--- config.mk ---
export PLATFORM = sky130hd
export DESIGN_NAME = ioctl_sdram_loader_flat
export DESIGN_NICKNAME = d
export VERILOG_FILES = /design/src/rtl/loader_pkg.sv /design/src/rtl/ioctl_sdram_loader_if.sv /design/src/rtl/loader_fifo.sv /design/src/rtl/ioctl_sdram_loader.sv /design/src/flat_wrapper.sv
export SDC_FILE = /design/constraint.sdc
export NUM_CORES = 1
export LEC_CHECK = 0
export CAP_MARGIN = 20
export CORE_MARGIN = 2
export CORE_UTILIZATION = 50
export CTS_BUF_LIST = sky130_fd_sc_hd__clkbuf_4 sky130_fd_sc_hd__clkbuf_8
export CTS_CLUSTER_DIAMETER = 120
export DETAILED_ROUTE_END_ITERATION = 7
export PLACE_DENSITY = 0.87
export SYNTH_ARGS = -nofsm -noshare
export SYNTH_HDL_FRONTEND = slang
export SYNTH_SLANG_ARGS = --single-unit
--- constraint.sdc ---
create_clock -name clk_sys -period 15.1 [get_ports clk_sys]
set_input_delay 4.53 -clock clk_sys [delete_from_list [all_inputs] [get_ports clk_sys]]
set_output_delay 4.53 -clock clk_sys [all_outputs]
set_load 0.03 [all_outputs]
--- src/rtl/loader_pkg.sv ---
// loader_pkg: shared state, write-entry type and region decode for the ioctl SDRAM loader
package loader_pkg;
  typedef enum logic [1:0] {IDLE, LOAD, DRAIN, DONE} state_t;
  typedef struct packed {
    logic [31:0] addr;
    logic [31:0] data;
    logic [3:0]  ds;
  } wr_entry_t;
  function automatic logic [32:0] region_hit(input logic [31:0] addr, input logic [31:0] base, input logic [31:0] size);
    logic [31:0] off;
    off = addr - base;
    return {size != 0 && addr >= base && off < size, off};
  endfunction
endpackage

--- src/rtl/ioctl_sdram_loader_if.sv ---
// ioctl_sdram_loader_if: data_io byte stream in, SDRAM req/ack write port out
interface ioctl_sdram_loader_if #(
  parameter int IOCTL_AW = 25,
  parameter int RAM_AW = 22,
  parameter int WORD_BYTES = 2
);
  logic ioctl_download;
  logic [7:0] ioctl_index;
  logic ioctl_wr;
  logic [IOCTL_AW-1:0] ioctl_addr;
  logic [7:0] ioctl_dout;
  logic ram_req;
  logic ram_ack;
  logic [RAM_AW-1:0] ram_addr;
  logic [8*WORD_BYTES-1:0] ram_din;
  logic [WORD_BYTES-1:0] ram_ds;
  logic ram_we;
  modport master (
    input ioctl_download, ioctl_index, ioctl_wr, ioctl_addr, ioctl_dout, ram_ack,
    output ram_req, ram_addr, ram_din, ram_ds, ram_we
  );
  modport slave (
    output ioctl_download, ioctl_index, ioctl_wr, ioctl_addr, ioctl_dout, ram_ack,
    input ram_req, ram_addr, ram_din, ram_ds, ram_we
  );
endinterface

--- src/rtl/loader_fifo.sv ---
// loader_fifo: synchronous FIFO of pending SDRAM write entries; pushes while full are ignored
module loader_fifo import loader_pkg::*; #(
  parameter int DEPTH = 4
) (
  input  logic      clk_sys,
  input  logic      reset_n,
  input  logic      push,
  input  wr_entry_t din,
  input  logic      pop,
  output wr_entry_t dout,
  output logic      full,
  output logic      empty
);
  localparam int PW = $clog2(DEPTH);
  wr_entry_t mem [DEPTH];
  logic [PW:0] wp, rp;
  assign full = wp[PW] != rp[PW] && wp[PW-1:0] == rp[PW-1:0];
  assign empty = wp == rp;
  assign dout = mem[rp[PW-1:0]];
  // storage write
  always_ff @(posedge clk_sys) begin
    if (push && !full) mem[wp[PW-1:0]] <= din;
  end
  // read/write pointers
  always_ff @(posedge clk_sys) begin
    if (!reset_n) begin
      wp <= '0;
      rp <= '0;
    end else begin
      if (push && !full) wp <= wp + 1'b1;
      if (pop && !empty) rp <= rp + 1'b1;
    end
  end
endmodule

--- src/rtl/ioctl_sdram_loader.sv ---
// ioctl_sdram_loader: region-filtered byte packer feeding SDRAM writes, plus rom_loaded/core reset (optional LOADER_CHECKSUM_EN adds checksum output)
module ioctl_sdram_loader import loader_pkg::*; #(
  parameter int IOCTL_AW = 25,
  parameter int RAM_AW = 22,
  parameter int WORD_BYTES = 2,
  parameter int NREG = 4,
  parameter int FIFO_DEPTH = 4,
  parameter logic [7:0] ROM_INDEX = 8'h00,
  parameter int RESET_HOLD = 16
) (
  input  logic clk_sys,
  input  logic reset_n,
  ioctl_sdram_loader_if.master bus,
  input  logic [NREG*IOCTL_AW-1:0] reg_base,
  input  logic [NREG*IOCTL_AW-1:0] reg_size,
  input  logic [NREG*RAM_AW-1:0] reg_dst,
`ifdef LOADER_CHECKSUM_EN
  output logic [15:0] checksum,
`endif
  output logic busy,
  output logic overflow,
  output logic rom_loaded,
  output logic core_reset_n
);
  localparam int SH = $clog2(WORD_BYTES);
  localparam int DW = 8*WORD_BYTES;
  localparam int HW = $clog2(RESET_HOLD+1);
  state_t state, next;
  logic wr_d, dl_rom, ev, take, hit, match, flush, old, push, pk_valid, pk_full;
  logic fifo_full, fifo_empty, pop, issue, inflight, idle_ack;
  logic [32:0] rh;
  logic [RAM_AW-1:0] word, pk_addr;
  logic [SH-1:0] lane;
  logic [DW-1:0] pk_data, new_data;
  logic [WORD_BYTES-1:0] pk_ds, new_ds;
  logic [HW-1:0] hold;
  wr_entry_t push_e, head;
  loader_fifo #(.DEPTH(FIFO_DEPTH)) u_fifo (
    .clk_sys(clk_sys), .reset_n(reset_n), .push(push), .din(push_e), .pop(pop),
    .dout(head), .full(fifo_full), .empty(fifo_empty)
  );
  // region decode: iterate downwards so the lowest-numbered hit wins
  always_comb begin
    hit = 1'b0;
    word = '0;
    lane = '0;
    rh = '0;
    for (int r = NREG-1; r >= 0; r--) begin
      rh = region_hit(32'(bus.ioctl_addr), 32'(reg_base[r*IOCTL_AW +: IOCTL_AW]), 32'(reg_size[r*IOCTL_AW +: IOCTL_AW]));
      if (rh[32]) begin
        hit = 1'b1;
        word = reg_dst[r*RAM_AW +: RAM_AW] + RAM_AW'(rh[31:0] >> SH);
        lane = rh[SH-1:0];
      end
    end
  end
  // packer merge and FIFO push selection; an old partial word always takes priority over the new byte
  always_comb begin
    dl_rom = bus.ioctl_download && bus.ioctl_index == ROM_INDEX;
    ev = state == LOAD && bus.ioctl_wr && !wr_d;
    take = ev && hit;
    match = pk_valid && pk_addr == word;
    new_ds = (match ? pk_ds : '0) | (WORD_BYTES'(1) << lane);
    new_data = ((match ? pk_data : '0) & ~(DW'(8'hFF) << (8*lane))) | (DW'(bus.ioctl_dout) << (8*lane));
    pk_full = &new_ds;
    flush = state == DRAIN && pk_valid;
    old = flush || (pk_valid && !match);
    push = flush || (take && (old || pk_full));
    push_e = '0;
    push_e.addr = 32'(old ? pk_addr : word);
    push_e.data = 32'(old ? pk_data : new_data);
    push_e.ds = 4'(old ? pk_ds : new_ds);
    idle_ack = bus.ram_ack == bus.ram_req;
    pop = inflight && idle_ack;
    issue = !inflight && !fifo_empty && idle_ack;
  end
  // partial-word register
  always_ff @(posedge clk_sys) begin
    if (!reset_n) begin
      pk_valid <= 1'b0;
      pk_addr <= '0;
      pk_data <= '0;
      pk_ds <= '0;
    end else if (flush) begin
      pk_valid <= 1'b0;
    end else if (take) begin
      pk_valid <= !pk_full;
      pk_addr <= word;
      pk_data <= new_data;
      pk_ds <= new_ds;
    end
  end
  // RAM port: present the head and toggle req together; the head is popped once ack catches up
  always_ff @(posedge clk_sys) begin
    if (!reset_n) begin
      bus.ram_req <= 1'b0;
      bus.ram_addr <= '0;
      bus.ram_din <= '0;
      bus.ram_ds <= '0;
      inflight <= 1'b0;
    end else if (issue) begin
      bus.ram_req <= ~bus.ram_req;
      bus.ram_addr <= RAM_AW'(head.addr);
      bus.ram_din <= DW'(head.data);
      bus.ram_ds <= WORD_BYTES'(head.ds);
      inflight <= 1'b1;
    end else if (pop) begin
      inflight <= 1'b0;
    end
  end
  // state register
  always_ff @(posedge clk_sys) begin
    if (!reset_n) state <= IDLE;
    else state <= next;
  end
  // next-state logic
  always_comb begin
    next = state;
    case (state)
      IDLE: next = dl_rom ? LOAD : IDLE;
      LOAD: next = bus.ioctl_download ? LOAD : DRAIN;
      DRAIN: next = !pk_valid && fifo_empty && !inflight && idle_ack ? DONE : DRAIN;
      DONE: next = dl_rom ? LOAD : hold == HW'(RESET_HOLD-1) ? IDLE : DONE;
      default: next = IDLE;
    endcase
  end
  // state-decoded outputs; the core is released only in IDLE after a completed download
  always_comb begin
    busy = state == LOAD || state == DRAIN;
    bus.ram_we = busy;
    core_reset_n = state == IDLE && rom_loaded;
  end
  // edge detect, reset hold counter and sticky status
  always_ff @(posedge clk_sys) begin
    if (!reset_n) begin
      wr_d <= 1'b0;
      hold <= '0;
      overflow <= 1'b0;
      rom_loaded <= 1'b0;
    end else begin
      wr_d <= bus.ioctl_wr;
      hold <= state == DONE ? hold + 1'b1 : '0;
      overflow <= state == IDLE && next == LOAD ? 1'b0 : overflow | (push && fifo_full);
      rom_loaded <= rom_loaded | (state == DRAIN && next == DONE);
    end
  end
`ifdef LOADER_CHECKSUM_EN
  // wrapping sum of every accepted byte of the current download
  always_ff @(posedge clk_sys) begin
    if (!reset_n) checksum <= '0;
    else if (state == IDLE && next == LOAD) checksum <= '0;
    else if (take) checksum <= checksum + 16'(bus.ioctl_dout);
  end
`endif
endmodule
--- src/flat_wrapper.sv ---
// flat-port wrapper written by rule: the top's interface ports become plain ports
module ioctl_sdram_loader_flat import loader_pkg::*;
#(
  parameter int IOCTL_AW = 25,
  parameter int RAM_AW = 22,
  parameter int WORD_BYTES = 2,
  parameter int NREG = 4,
  parameter int FIFO_DEPTH = 4,
  parameter logic [7:0] ROM_INDEX = 8'h00,
  parameter int RESET_HOLD = 16
)
  (clk_sys, reset_n, reg_base, reg_size, reg_dst, busy, overflow, rom_loaded, core_reset_n, bus_ioctl_download, bus_ioctl_index, bus_ioctl_wr, bus_ioctl_addr, bus_ioctl_dout, bus_ram_ack, bus_ram_req, bus_ram_addr, bus_ram_din, bus_ram_ds, bus_ram_we);
  ioctl_sdram_loader_if #(.IOCTL_AW(IOCTL_AW), .RAM_AW(RAM_AW), .WORD_BYTES(WORD_BYTES)) bus_i ();
  input  logic clk_sys;
  input  logic reset_n;
  input  logic [NREG*IOCTL_AW-1:0] reg_base;
  input  logic [NREG*IOCTL_AW-1:0] reg_size;
  input  logic [NREG*RAM_AW-1:0] reg_dst;
  output logic busy;
  output logic overflow;
  output logic rom_loaded;
  output logic core_reset_n;
  input wire logic [$bits(bus_i.ioctl_download)-1:0] bus_ioctl_download;
  input wire logic [$bits(bus_i.ioctl_index)-1:0] bus_ioctl_index;
  input wire logic [$bits(bus_i.ioctl_wr)-1:0] bus_ioctl_wr;
  input wire logic [$bits(bus_i.ioctl_addr)-1:0] bus_ioctl_addr;
  input wire logic [$bits(bus_i.ioctl_dout)-1:0] bus_ioctl_dout;
  input wire logic [$bits(bus_i.ram_ack)-1:0] bus_ram_ack;
  output wire logic [$bits(bus_i.ram_req)-1:0] bus_ram_req;
  output wire logic [$bits(bus_i.ram_addr)-1:0] bus_ram_addr;
  output wire logic [$bits(bus_i.ram_din)-1:0] bus_ram_din;
  output wire logic [$bits(bus_i.ram_ds)-1:0] bus_ram_ds;
  output wire logic [$bits(bus_i.ram_we)-1:0] bus_ram_we;
  assign bus_i.ioctl_download = bus_ioctl_download;
  assign bus_i.ioctl_index = bus_ioctl_index;
  assign bus_i.ioctl_wr = bus_ioctl_wr;
  assign bus_i.ioctl_addr = bus_ioctl_addr;
  assign bus_i.ioctl_dout = bus_ioctl_dout;
  assign bus_i.ram_ack = bus_ram_ack;
  assign bus_ram_req = bus_i.ram_req;
  assign bus_ram_addr = bus_i.ram_addr;
  assign bus_ram_din = bus_i.ram_din;
  assign bus_ram_ds = bus_i.ram_ds;
  assign bus_ram_we = bus_i.ram_we;
  ioctl_sdram_loader #(.IOCTL_AW(IOCTL_AW), .RAM_AW(RAM_AW), .WORD_BYTES(WORD_BYTES), .NREG(NREG), .FIFO_DEPTH(FIFO_DEPTH), .ROM_INDEX(ROM_INDEX), .RESET_HOLD(RESET_HOLD)) u_core (.clk_sys(clk_sys), .reset_n(reset_n), .bus(bus_i), .reg_base(reg_base), .reg_size(reg_size), .reg_dst(reg_dst), .busy(busy), .overflow(overflow), .rom_loaded(rom_loaded), .core_reset_n(core_reset_n));
endmodule
==> results of run 1 <==
sequential cells by signal, indices dropped and copies added (netlist names):
| signal | count |
|---|---|
| u_core.u_fifo.mem | 160 |
| u_core.bus.ram_addr | 22 |
| u_core.pk_addr | 22 |
| u_core.bus.ram_din | 16 |
| u_core.pk_data | 16 |
| u_core.hold | 5 |
| u_core.u_fifo.rp | 3 |
| u_core.u_fifo.wp | 3 |
| u_core.bus.ram_ds | 2 |
| u_core.pk_ds | 2 |
| u_core.state | 2 |
| u_core.bus.ram_req | 1 |
| u_core.inflight | 1 |
| u_core.overflow | 1 |
| u_core.pk_valid | 1 |
| u_core.rom_loaded | 1 |
| u_core.wr_d | 1 |
power groups by stage:
stage,Clock (mW),Combinational [mW],Sequential [mW]
3_5_place_dp,0,1.26,0.800
2_1_floorplan,0,0.853,0.800
6_report,0.540,1.30,0.785
4_1_cts,0.547,1.27,0.785
3_3_place_gp,0,1.25,0.800
5_1_grt,0.577,1.41,0.785
area by class of cell:
cell class	count	share of cell area, %
clock inverters	17	0.363
repair buffers	395	13.7
diodes	3	0.0263
clock buffers	50	2.21
inverters	256	3.36
multi-input cells	2074	53.9
flip-flops and latches	259	23.8
well taps	607	2.66
critical path, delay by kind of cell:
kind,cells,cell delay (ns)
AOI/OAI and AO/OA,21,5.57
adders and majority gates,2,0.62
buffers and inverters,2,1.19
and+or+nand+nor,4,1.39
xor gates and xnor gates,1,0.14
layer usage:
layer / share of wire [%] / track usage [%] / routed length (um)
met5: 0.082 / 0 / 63
met4: 5.3 / 15.2 / 4100
met3: 8.6 / 4.51 / 6640
met2: 47 / 52.5 / 36100
met1: 39 / 38.9 / 30200
final timing paths:
check                     startpoint                  endpoint  cells past startpoint
max                bus_ioctl_addr[1]  u_core.u_fifo.mem[3][22]                     30
min          u_core.bus.ram_addr[11]   u_core.bus.ram_addr[11]                      2
max reg2reg        u_core.pk_addr[8]  u_core.u_fifo.mem[3][22]                      8
min reg2reg  u_core.bus.ram_addr[11]   u_core.bus.ram_addr[11]                      2
synthesized netlist by cell type (9+ instances only):
cell type | instances | area share (%)
a2111oi_0 | 9 | 0.34
a211oi_1 | 34 | 1.1
a21boi_0 | 67 | 2.1
a21o_1 | 70 | 2.2
a21oi_1 | 207 | 4.4
a22o_1 | 19 | 0.71
a31oi_1 | 26 | 0.69
and2_1 | 17 | 0.45
and3_1 | 18 | 0.48
and4_1 | 15 | 0.56
buf_2 | 10 | 0.21
clkbuf_1 | 45 | 0.72
dfxtp_1 | 99 | 8.5
edfxtp_1 | 160 | 20
ha_1 | 291 | 16
inv_1 | 255 | 4.1
mux2i_1 | 9 | 0.38
mux4_2 | 40 | 3.8
nand2_1 | 303 | 4.9
nand2b_1 | 16 | 0.43
nand3_1 | 57 | 1.2
nand4_1 | 34 | 0.91
nor2_1 | 139 | 2.2
nor2b_1 | 19 | 0.51
nor3_1 | 63 | 1.3
nor4_1 | 30 | 0.80
o211ai_1 | 26 | 0.83
o21a_1 | 31 | 0.99
o21ai_0 | 126 | 2.7
o21ai_1 | 9 | 0.19
o21bai_1 | 25 | 0.80
o31ai_1 | 13 | 0.42
or3_1 | 12 | 0.32
xnor2_1 | 99 | 3.7
xor2_1 | 70 | 2.6
cells by family (layout without fill, tap and decap cells):
logic type | after synthesis | count (layout) | synth area share [%]
flip-flops | 259 | 259 | 28.9
other | 0 | 3 | 0
AND/OR/NAND/NOR | 763 | 763 | 15.6
AO/OA/AOI/OAI | 778 | 778 | 22.3
multiplexers | 63 | 63 | 4.99
XOR/XNOR | 171 | 171 | 6.51
adder cells (fa/ha/maj) | 299 | 299 | 16.2
buffers and inverters | 325 | 718 | 5.42
stage by stage:
stage / util [%] / instances / worst slack (ns) / area, um^2
after floorplan: - / 2658 / 1.94 / 23400
after global placement: 59.9 / 3591 / 1.82 / 27800
after detailed placement: 59.9 / 3591 / 1.70 / 27800
after CTS: 61.5 / 3658 / 2.18 / 28600
after global routing: 61.5 / 3659 / 1.54 / 28600
final: 61.5 / 3661 / 1.84 / 28600
==> flow_summary.yaml, run 1 <==
outcome:
  status: "complete, no violations"
detailed_routing:
  wl_per_cell_um: 21.0
  first_pass_iters: 7
  drt_iter0_markers: 2071
  vias_per_cell: 6.05
  vias: 22137
  routed_wl_um: 77100
  ant_nets: 0
  drc_errors: 0
logic_synthesis:
  synth-warning-count: 0
  synth_edf_count: 160
  syn-instance-count: 2658
  synth-seq-cells: 259
  syn_area_per_cell_um2: 8.82
  yosysSeqAreaShare_pct: 28.9
  synthFlopType: "edfxtp_1"
  synth_nets: 3291
  synth_async_sr_flop_share_pct: 0
  synth.distinct_cells: 105
  synth_area_um2: 23400
pwr:
  pwr-share-seq_pct: 29.9
  pwr-share-comb_pct: 49.6
  power.density_nw_per_um2: 91.9
  switching_share_pct: 38.9
  switching_power_mw: 1.02
  intPower_mw: 1.60
  power_mw: 2.63
  clkPwrFrac_pct: 20.6
  leakagePower_nw: 11.7
  ir_drop_mv: 0.0672
sta:
  finalCritPeriodShare_pct: 87.8
  drv_slew: 0
  setup_violations: 0
  maxSlewHeadroom_pct: 36.5
  hold_viol_final: 0
  tns_ns: 0
  tightest_slew_ns: 0.940
  max_freq_mhz: 75.4
  rsz0062_at_grt: "no"
  finClkSkew_ns: 0.0290
  holdWs_ns: 0.465
  min_period_ns: 13.26
placement:
  io_buffers: 379
  gp_congestion: 0.998
  dp_hpwl_um: 63200
worst_setup_path:
  required_ns: 15.30
  critPathKind: "in2reg"
  r2r_slack_ns: 11.07
  critPathArrivalTime_ns: 13.46
  cp-end-kind: "register"
  crit_fanout: 28
  cp_slowest_cell: "clkdlybuf4s50_1"
  critPathLaunchType: "input port"
  crit_path_max_incr_delay_ns: 0.94
  crit_top_cell: "a21oi_1"
floorplanning:
  coreArea_um2: 46500
  die_h_um: 221
  ios: 380
  start_util_pct: 50.5
  die-area_um2: 48600
  rows: 79
  die-width_um: 221
final_layout:
  areaGrowthSynthToFinish_pct: 21.9
  layout-drive-gt1-share_pct: 5.77
  nets: 3656
  ff_latch_area_um2: 6790
  fillers: 3873
  mostFrequentLayoutCell: "clkdlybuf4s50_1"
  final_cell_mix: "clkdlybuf4s50_1 (378), nand2_1 (303), ha_1 (291)"
  multiInputGateArea_um2: 15400
global_route:
  antenna_found_initial: 8
  grt_pass1_wl_um: 117000
  grt_max_degree: 101
  overflow: 0
  grt_pass1_vias: 21131
  gr-usage-all-layers_pct: 31.1
clocking:
  clock_sinks: 259
  clkSlewWorstSetupHoldPaths_ns: 0.06
  cts_buffer_depth: 3
  cts_setup_buffers: 0
  cts-htree-levels: 2
  cts_hold_buf: 0
  cts_resized: 0
  cts_root_buffer: "clkbuf_8"
  cts_tree: "yes"
  clk_latency_ns: 0.52
  numCtsBuffers: 37
hold_path:
  hold_class: "reg2reg"
flow_run:
  max-cap-violations: 0
No activity file was read; power rests on OpenSTA's default activity.
==> inputs of run 2 (changes only) <==
CTS_CLUSTER_SIZE = 25   (was not set)
==> run 2 against run 1 <==
  * Critical path depth did not move
  * First-iteration DRC count is 3.5% lower
  * Clock power down 41%
  * Sequential share of layout area grew 0.38 points
  * Via count down 0.84%
  * Design area decreased by 1.6%
  * Total power fell by 8.5%
  * Clock-buffer cell count is 27 lower
  * Core utilization down 0.98 points
  * Critical endpoint is now u_core.u_fifo.mem[2][22]
==> flow_summary.yaml, run 2 (synthesized netlist as in run 1, its figures left out) <==
global_route:
  grt_pass1_wl_um: 116000
  grt_pass1_vias: 20950
  use_met1_pct: 38.9
  gr-usage-all-layers_pct: 30.8
  antenna_found_initial: 7
  overflow: 0
  use_met2_pct: 52.2
  gr-max-usage-layer: "met2"
  met3_usage_pct: 3.96
  grt_max_degree: 101
clocking:
  numCtsBuffers: 14
  cts_setup_buffers: 0
  cts_tree: "yes"
  clkSlewWorstSetupHoldPaths_ns: 0.14
  clk_latency_ns: 0.53
  cts_buffer_depth: 3
  clock_sinks: 259
  cts-htree-levels: 1
  cts_hold_buf: 0
  cts_root_buffer: "clkbuf_8"
  cts_resized: 0
sta:
  drv_slew: 0
  finalCritPeriodShare_pct: 86.8
  min_period_ns: 13.10
  setup_violations: 0
  max_freq_mhz: 76.3
  tns_ns: 0
  rsz0062_at_grt: "no"
  maxSlewHeadroom_pct: 37.4
  hold_viol_final: 0
  finClkSkew_ns: 0.0336
  tightest_slew_ns: 0.940
floorplanning:
  start_util_pct: 50.5
  ios: 380
  rows: 79
  die-width_um: 221
  coreArea_um2: 46500
  die_h_um: 221
  die-area_um2: 48600
final_layout:
  largest_register_ffs: 160
  areaGrowthSynthToFinish_pct: 19.9
  final_cell_mix: "clkdlybuf4s50_1 (378), nand2_1 (303), ha_1 (291)"
  nets: 3633
  mostFrequentLayoutCell: "clkdlybuf4s50_1"
  layout-drive-gt1-share_pct: 4.65
pwr:
  ir_drop_mv: 0.0761
  power_mw: 2.40
  leakagePower_nw: 11.5
  power.density_nw_per_um2: 85.4
worst_setup_path:
  critPathKind: "in2reg"
  cp_slowest_cell: "clkdlybuf4s50_1"
  crit_fanout: 28
  reg2regPathDepth: 8
  r2r-end: "u_core.u_fifo.mem[2][22]"
  critPathLaunchType: "input port"
  crit_top_cell: "a21oi_1"
  r2r_slack_ns: 11.13
  r2r-start: "u_core.pk_addr[8]"
  required_ns: 15.35
  crit_path_max_incr_delay_ns: 0.94
  cp-end-kind: "register"
  critPathArrivalTime_ns: 13.35
detailed_routing:
  vias_per_cell: 6.07
  vias: 21952
  first_pass_iters: 5
  routed_wl_um: 76400
  drc_errors: 0
  wl_per_cell_um: 21.1
  ant_nets: 0
  drt_iter0_markers: 1998
placement:
  dp_hpwl_um: 63200
  gp_congestion: 0.998
  io_buffers: 379
hold_path:
  min_from: "u_core.pk_data[6]"
  hold_class: "reg2reg"
  hold_path_end: "u_core.pk_data[6]"
  hold_path_depth: 2
outcome:
  status: "complete, no violations"
flow_run:
  max-cap-violations: 0
-- run 2: through the flow --
step | area, um^2 | hold slack (ns) | utilization, % | std cells | setup WS, ns
2_1_floorplan | 23400 | 0.418 | - | 2658 | 1.94
3_3_place_gp | 27800 | 0.436 | 59.9 | 3591 | 1.82
3_5_place_dp | 27800 | 0.457 | 59.9 | 3591 | 1.70
4_1_cts | 28100 | 0.475 | 60.5 | 3615 | 2.22
5_1_grt | 28100 | 0.489 | 60.5 | 3615 | 1.58
6_report | 28100 | 0.473 | 60.5 | 3617 | 2.00
-- run 2: worst max-delay path, delay by kind of cell --
kind	cells	cell delay [ns]
AO/OA/AOI/OAI	22	6.18
XOR/XNOR	1	0.14
adder cells (fa/ha/maj)	2	0.62
buffers and inverters	2	1.18
AND/OR/NAND/NOR	3	0.65
-- run 2: how the worst max path moves through the flow --
stage,start,end,depth (start not counted)
floorplan,reg_base[30],u_core.u_fifo.mem[3][0],30
global placement,bus_ioctl_addr[1],u_core.u_fifo.mem[0][22],30
detailed placement,bus_ioctl_addr[1],u_core.u_fifo.mem[1][22],30
CTS,bus_ioctl_addr[1],u_core.u_fifo.mem[2][22],30
global route,bus_ioctl_addr[1],u_core.u_fifo.mem[2][20],32
finish,bus_ioctl_addr[1],u_core.u_fifo.mem[2][22],30
-- run 2: final cells by class --
cell class	count	area [um^2]
tap	607	759
sequential	259	6790
timing repair buffer	395	3910
inverter	256	961
clock buffer	23	267
antenna	2	5.00
fill	3935	18300
multi-input combinational	2074	15400
clock inverter	1	16.3
-- run 2: layer usage --
| layer | vias to the layer above | share of wire, % |
|---|---|---|
| met5 | - | 0.082 |
| met4 | 10 | 5.6 |
| met3 | 203 | 8.5 |
| met2 | 1097 | 47 |
| met1 | 10182 | 39 |
| li1 | 10460 | - |
-- run 2: report_power, final --
group / switching, mW / internal (mW) / total (mW)
Combinational: 0.770 / 0.529 / 1.30
Clock: 0.201 / 0.116 / 0.318
Sequential: 0.000156 / 0.784 / 0.785
